**src/rtl/camac_cycle_responder_if.sv**
```systemverilog
// CAMAC dataway signals between the strobe automate (master) and the
// cycle responder (slave).
interface camac_cycle_responder_if;
    logic        sel2;
    logic        c1;
    logic        c2;
    logic        x0;
    logic        x1;
    logic [1:0]  sa;
    logic [15:0] wdata;
    logic [15:0] rdata;
    logic        cx1;
    logic        q;
    logic        busy;
    logic        err;

    modport master (
        output sel2, c1, c2, x0, x1, sa, wdata,
        input  rdata, cx1, q, busy, err
    );

    modport slave (
        input  sel2, c1, c2, x0, x1, sa, wdata,
        output rdata, cx1, q, busy, err
    );
endinterface

```
**src/rtl/camac_cycle_responder.sv**
```systemverilog
// CAMAC-side responder: latches function/subaddress on the S1 strobe, runs the
// transfer on S2 against four 16-bit registers, answers with X/Q, guards S2 with a watchdog.
module camac_cycle_responder #(
    parameter int TIMEOUT = 64
) (
    input  logic                          clk,
    input  logic                          reset_n,
    camac_cycle_responder_if.slave        bus
);

    localparam int WD_W = (TIMEOUT > 2) ? $clog2(TIMEOUT) : 1;

    localparam logic [1:0] ST_IDLE    = 2'd0;
    localparam logic [1:0] ST_WAIT_S2 = 2'd1;
    localparam logic [1:0] ST_ACK     = 2'd2;

    localparam logic [1:0] F_READ   = 2'b00;
    localparam logic [1:0] F_WRITE  = 2'b01;
    localparam logic [1:0] F_STATUS = 2'b10;
    localparam logic [1:0] F_CLEAR  = 2'b11;

    localparam logic [WD_W-1:0] WD_LAST = WD_W'(TIMEOUT - 1);

    logic [1:0]      state_q, state_d;
    logic            c1_q, c2_q;
    logic [1:0]      f_q, f_d;
    logic [1:0]      sa_q, sa_d;
    logic [WD_W-1:0] wd_q, wd_d;
    logic [11:0]     cnt_q, cnt_d;
    logic            err_q, err_d;
    logic [15:0]     rdata_q, rdata_d;
    logic            q_q, q_d;
    logic [15:0]     regs_q [4];
    logic [15:0]     regs_d [4];

    logic c1_rise;
    logic c2_rise;

    // Edges are qualified by the cycle select; the strobe copies track regardless.
    assign c1_rise = bus.c1 & ~c1_q & bus.sel2;
    assign c2_rise = bus.c2 & ~c2_q & bus.sel2;

    always_comb begin
        // NOTE: every next-state signal gets a default first so no path leaves it unassigned (no latches).
        state_d = state_q;
        f_d     = f_q;
        sa_d    = sa_q;
        wd_d    = wd_q;
        cnt_d   = cnt_q;
        err_d   = err_q;
        rdata_d = rdata_q;
        q_d     = q_q;
        regs_d  = regs_q;

        case (state_q)
            ST_IDLE: begin
                if (c1_rise) begin
                    f_d     = {bus.x1, bus.x0};
                    sa_d    = bus.sa;
                    wd_d    = '0;
                    state_d = ST_WAIT_S2;
                end
            end

            ST_WAIT_S2: begin
                if (!bus.sel2) begin
                    state_d = ST_IDLE;
                end else if (c1_rise) begin
                    f_d  = {bus.x1, bus.x0};
                    sa_d = bus.sa;
                    wd_d = '0;
                end else if (c2_rise) begin
                    state_d = ST_ACK;
                    cnt_d   = cnt_q + 12'd1;
                    q_d     = 1'b1;
                    case (f_q)
                        F_READ:   rdata_d = regs_q[sa_q];
                        F_WRITE:  regs_d[sa_q] = bus.wdata;
                        F_STATUS: rdata_d = {err_q, 3'b000, cnt_q};
                        F_CLEAR: begin
                            cnt_d = '0;
                            err_d = 1'b0;
                            q_d   = 1'b0;
                        end
                        default: ;
                    endcase
                end else if (wd_q == WD_LAST) begin
                    err_d   = 1'b1;
                    state_d = ST_IDLE;
                end else begin
                    wd_d = wd_q + 1'b1;
                end
            end

            ST_ACK: begin
                // Strobe edges are deliberately ignored here; only deselect ends the cycle.
                if (!bus.sel2) begin
                    state_d = ST_IDLE;
                    q_d     = 1'b0;
                end
            end

            default: state_d = ST_IDLE;
        endcase
    end

    // NOTE: state uses non-blocking assignments so every register samples pre-edge values.
    always_ff @(posedge clk or negedge reset_n) begin
        if (!reset_n) begin
            state_q <= ST_IDLE;
            c1_q    <= 1'b0;
            c2_q    <= 1'b0;
            f_q     <= '0;
            sa_q    <= '0;
            wd_q    <= '0;
            cnt_q   <= '0;
            err_q   <= 1'b0;
            rdata_q <= '0;
            q_q     <= 1'b0;
            // NOTE: the register file is small and must read zero after reset, so it is reset explicitly.
            for (int i = 0; i < 4; i++) begin
                regs_q[i] <= '0;
            end
        end else begin
            state_q <= state_d;
            c1_q    <= bus.c1;
            c2_q    <= bus.c2;
            f_q     <= f_d;
            sa_q    <= sa_d;
            wd_q    <= wd_d;
            cnt_q   <= cnt_d;
            err_q   <= err_d;
            rdata_q <= rdata_d;
            q_q     <= q_d;
            regs_q  <= regs_d;
        end
    end

    assign bus.busy  = (state_q != ST_IDLE);
    assign bus.cx1   = (state_q == ST_ACK);
    assign bus.q     = q_q;
    assign bus.err   = err_q;
    assign bus.rdata = rdata_q;

endmodule
```
**src/flat_wrapper.sv**
```systemverilog
// flat-port wrapper written by rule: the top's interface ports become plain ports
module camac_cycle_responder_flat 
#(
    parameter int TIMEOUT = 64
)
  (clk, reset_n, bus_sel2, bus_c1, bus_c2, bus_x0, bus_x1, bus_sa, bus_wdata, bus_rdata, bus_cx1, bus_q, bus_busy, bus_err);
  camac_cycle_responder_if bus_i ();
  input  logic clk;
  input  logic reset_n;
  input wire logic [$bits(bus_i.sel2)-1:0] bus_sel2;
  input wire logic [$bits(bus_i.c1)-1:0] bus_c1;
  input wire logic [$bits(bus_i.c2)-1:0] bus_c2;
  input wire logic [$bits(bus_i.x0)-1:0] bus_x0;
  input wire logic [$bits(bus_i.x1)-1:0] bus_x1;
  input wire logic [$bits(bus_i.sa)-1:0] bus_sa;
  input wire logic [$bits(bus_i.wdata)-1:0] bus_wdata;
  output wire logic [$bits(bus_i.rdata)-1:0] bus_rdata;
  output wire logic [$bits(bus_i.cx1)-1:0] bus_cx1;
  output wire logic [$bits(bus_i.q)-1:0] bus_q;
  output wire logic [$bits(bus_i.busy)-1:0] bus_busy;
  output wire logic [$bits(bus_i.err)-1:0] bus_err;
  assign bus_i.sel2 = bus_sel2;
  assign bus_i.c1 = bus_c1;
  assign bus_i.c2 = bus_c2;
  assign bus_i.x0 = bus_x0;
  assign bus_i.x1 = bus_x1;
  assign bus_i.sa = bus_sa;
  assign bus_i.wdata = bus_wdata;
  assign bus_rdata = bus_i.rdata;
  assign bus_cx1 = bus_i.cx1;
  assign bus_q = bus_i.q;
  assign bus_busy = bus_i.busy;
  assign bus_err = bus_i.err;
  camac_cycle_responder #(.TIMEOUT(TIMEOUT)) u_core (.clk(clk), .reset_n(reset_n), .bus(bus_i));
endmodule
```
**config.mk**
```make
export PLATFORM = sky130hd
export DESIGN_NAME = camac_cycle_responder_flat
export DESIGN_NICKNAME = d
export VERILOG_FILES = /design/src/rtl/camac_cycle_responder_if.sv /design/src/rtl/camac_cycle_responder.sv /design/src/flat_wrapper.sv
export SDC_FILE = /design/constraint.sdc
export NUM_CORES = 1
export LEC_CHECK = 0
export ABC_AREA = 1
export CAP_MARGIN = 20
export CORE_UTILIZATION = 50
export DETAILED_ROUTE_END_ITERATION = 7
export PLACE_DENSITY = 0.73
export SYNTH_ARGS = -nofsm -noshare
export SYNTH_HDL_FRONTEND = slang
export SYNTH_SLANG_ARGS = --single-unit
```
**constraint.sdc**
```tcl
create_clock -name clk -period 1.5 [get_ports clk]
set_clock_uncertainty 0.05 [all_clocks]
set_input_delay 0.225 -clock clk [delete_from_list [all_inputs] [get_ports clk]]
set_output_delay 0.225 -clock clk [all_outputs]
set_load 0.02 [all_outputs]
```
==> results.sh <==
export IMPL_finalNetCount=760
export IMPL_final_cell_mix="nand2_1 (139), dfrtp_1 (106), inv_1 (70)"
export IMPL_die_h_um=102.7
export IMPL_synth_top_family_by_area="simple AND/OR/NAND/NOR gates"
export IMPL_mostFrequentLayoutCell="nand2_1"
export IMPL_yosysWarnings=0
export IMPL_cp_startpoint="u_core.state_q[0]"
export IMPL_synth_area_leaders="dfrtp_1 (53%), nand2_1 (13%), inv_1 (5.4%), nand3_1 (4.7%), o21ai_0 (4.5%)"
export IMPL_synth_simple_area_share=0.2725
export IMPL_p_leak_uw=0.003415
export IMPL_power_total_uw=7035
export IMPL_p_int_uw=4941
export IMPL_cts_tree="built"
export IMPL_post_drt_wl_per_cell_um=15.64
export IMPL_synthMuxAreaShare=0.002222
export IMPL_rsz0062_at_grt="true"
export IMPL_seq_power_share=0.471
export IMPL_finalHoldViolCount=0
export IMPL_whs_ps=194.4
export IMPL_dr_pass1_iters=7
export IMPL_die_w_um=102.7
export IMPL_hold_path_class="in2async"
export IMPL_syn_instance_count=631
export IMPL_numClockSinks=108
export IMPL_synth_ff_latch_count=108
export IMPL_fp_dieArea_sq_um=10540
export IMPL_root_buffer="clkbuf_8"
export IMPL_dp_slack_ps=-335.2
export IMPL_combPwrFrac=0.216
export IMPL_cp_end_kind="register"
export IMPL_setup_ws_ps=-118.6
export IMPL_vdd_drop_max_mv=0.5597
export IMPL_clock_path_buffers=2
export IMPL_max_slew_margin=0.8018
export IMPL_cp_data_required_time_ps=1700
export IMPL_synthAdderAreaFrac=0.004937
export IMPL_ant_nets=0
export IMPL_power_density_nw_per_um2=1013
export IMPL_syn_nets=658
export IMPL_antenna_found_initial=0
export IMPL_start_kind="register"
export IMPL_drt_iter0_drc=339
export IMPL_start_util=0.5162
export IMPL_switching_share=0.2977
export IMPL_syn_area_per_cell_sq_um=8.033
export IMPL_ys_seq_area_frac=0.5332
export IMPL_core_sq_um=9819
export IMPL_place_port_buffers=44
export IMPL_overflow=0
export IMPL_place_congestion=0.8818
export IMPL_htreeDepth=3
export IMPL_violations="setup timing"
export IMPL_n_antenna_cell=0
export IMPL_clk_latency_ps=370
export IMPL_synth_xor_area_frac=0.003456
export IMPL_drc=0
export IMPL_synth_top_area_frac=0.5332
export IMPL_vias_per_cell=5.312
export IMPL_setup_viol_count_final=78
export IMPL_regToRegStartpoint="u_core.state_q[0]"
export IMPL_drv_slew=0
export IMPL_rows=36
export IMPL_final_util=0.7071
export IMPL_vias=4627
export IMPL_grt_max_degree=53
export IMPL_reg2regPathDepth=9
export IMPL_clkPwrFrac=0.314
export IMPL_r2r_end="u_core.regs_q[43]"
export IMPL_worstSetupPathType="reg2reg"
export IMPL_max_freq_mhz=617.8
export IMPL_post_dp_hpwl_um=8185
export IMPL_cts_made_buffers=9
export IMPL_wirelength_um=13620
export IMPL_synth_cell_type_count=29
export IMPL_switchingPower_uw=2095
export IMPL_timing_final_crit_share=1.079
export IMPL_layout_drive_gt1_share=0.2439
export IMPL_synth_compound_area_share=0.1057
export IMPL_yosysTopAreaCell="dfrtp_1"
export IMPL_cp_arrival_ps=1820
export IMPL_synth_area_sq_um=5069
export IMPL_fill_cells=779
export IMPL_worstSetupEndpoint="u_core.regs_q[43]"
export IMPL_synthToLayoutAreaGrowth_pct=36.98
export IMPL_max_cap_viol_count=0
export IMPL_min_period_ps=1619
export IMPL_worst_pin_slew_ps=297.3
export IMPL_first_global_vias=4299
export IMPL_outcome="finished, violations left"
export IMPL_clk_pin_slew_ps=110
export IMPL_grt_use_total=0.2593
export IMPL_ioPinCount=45
export IMPL_grt_pass1_wl_um=20670
export IMPL_cp_max_fo=8
export IMPL_ff2ff_setup_slack_ps=-120
==> synthesized netlist by cell type, drive strengths merged <==
master and count:
nand2 181, dfrtp 108, inv 74, o21ai 74, nor2 67, nand3 53, a21oi 33, buf 18
nand4 7, or2 4, clkbuf 3, ha 2, nor3 2, xor2 2, mux2 1, nand3b 1
nor3b 1
==> sequential cells by signal, indices dropped and copies added (netlist names) <==
signal            cells
u_core.c2_q           1
u_core.bus.err        1
u_core.bus.rdata     16
u_core.sa_q           2
u_core.wd_q           6
u_core.c1_q           1
u_core.cnt_q         12
u_core.state_q        2
u_core.bus.q          1
u_core.regs_q        64
u_core.f_q            2
==> how the worst min path moves through the flow <==
stage / slack (ps) / start / end
detailed placement: 50 / reset_n / u_core.regs_q[41]
CTS: 190 / reset_n / u_core.regs_q[57]
floorplan: -120 / reset_n / u_core.bus.err
global placement: 60 / reset_n / u_core.regs_q[41]
finish: 190 / reset_n / u_core.regs_q[55]
global route: 210 / reset_n / u_core.regs_q[57]
==> logic make-up after synthesis <==
logic type,after synthesis
and+or+nand+nor,316
AOI/OAI and AO/OA,107
adders and majority gates,2
muxes,1
buffers and inverters,95
DFF,108
xor gates and xnor gates,2
==> layer usage <==
metal,routed length (um),part of all wire,track usage
met1,5743,0.42,0.3466
met2,6913,0.51,0.4328
met3,683,0.050,0.05085
met4,282,0.021,0.07033
met5,0,0,0
==> final cells by class <==
cell class | count | area (sq um) | area share
clock buffer | 10 | 137.6 | 0.01982
clock inverter | 6 | 118.9 | 0.01712
inverter | 74 | 282.8 | 0.04073
multi-input combinational | 428 | 2308 | 0.3325
sequential | 108 | 2705 | 0.3896
tap | 133 | 166.4 | 0.02397
timing repair buffer | 112 | 1224 | 0.1762
==> power by group through the flow <==
stage / registers, uW / logic (uW) / clock network [uW]
3_5_place_dp: 3360 / 1400 / 0
4_1_cts: 3310 / 1410 / 2240
2_1_floorplan: 3410 / 607 / 0
5_1_grt: 3340 / 1660 / 2340
3_3_place_gp: 3350 / 1380 / 0
6_report: 3310 / 1520 / 2210
==> per-stage QoR <==
stage	instances	instance area (sq um)	setup TNS, ps
5_1_grt	871	6943	-12260
4_1_cts	865	6576	-825.0
6_report	871	6943	-4819
3_3_place_gp	833	6028	-22440
2_1_floorplan	631	5069	0
3_5_place_dp	833	6028	-25210
==> worst max-delay path, cell delays in order (launching register included) <==
cell and delay (ps):
dfrtp_1 400, inv_2 60, nor2_4 120, nand3_2 90, nor2_4 180, buf_6 120
nand3_4 140, buf_12 210, nand2_2 60, o21ai_1 70
==> repair_timing <==
action | in CTS | in global routing
resized for setup | 77 | 95
pin swaps | 0 | 8
endpoints found under the hold margin | 108 | 0
gates cloned | 5 | 4
setup endpoints to repair | 81 | 99
hold buffers | 1 | 0
setup buffers | 10 | 2
Power figures use the tool's default switching activity.
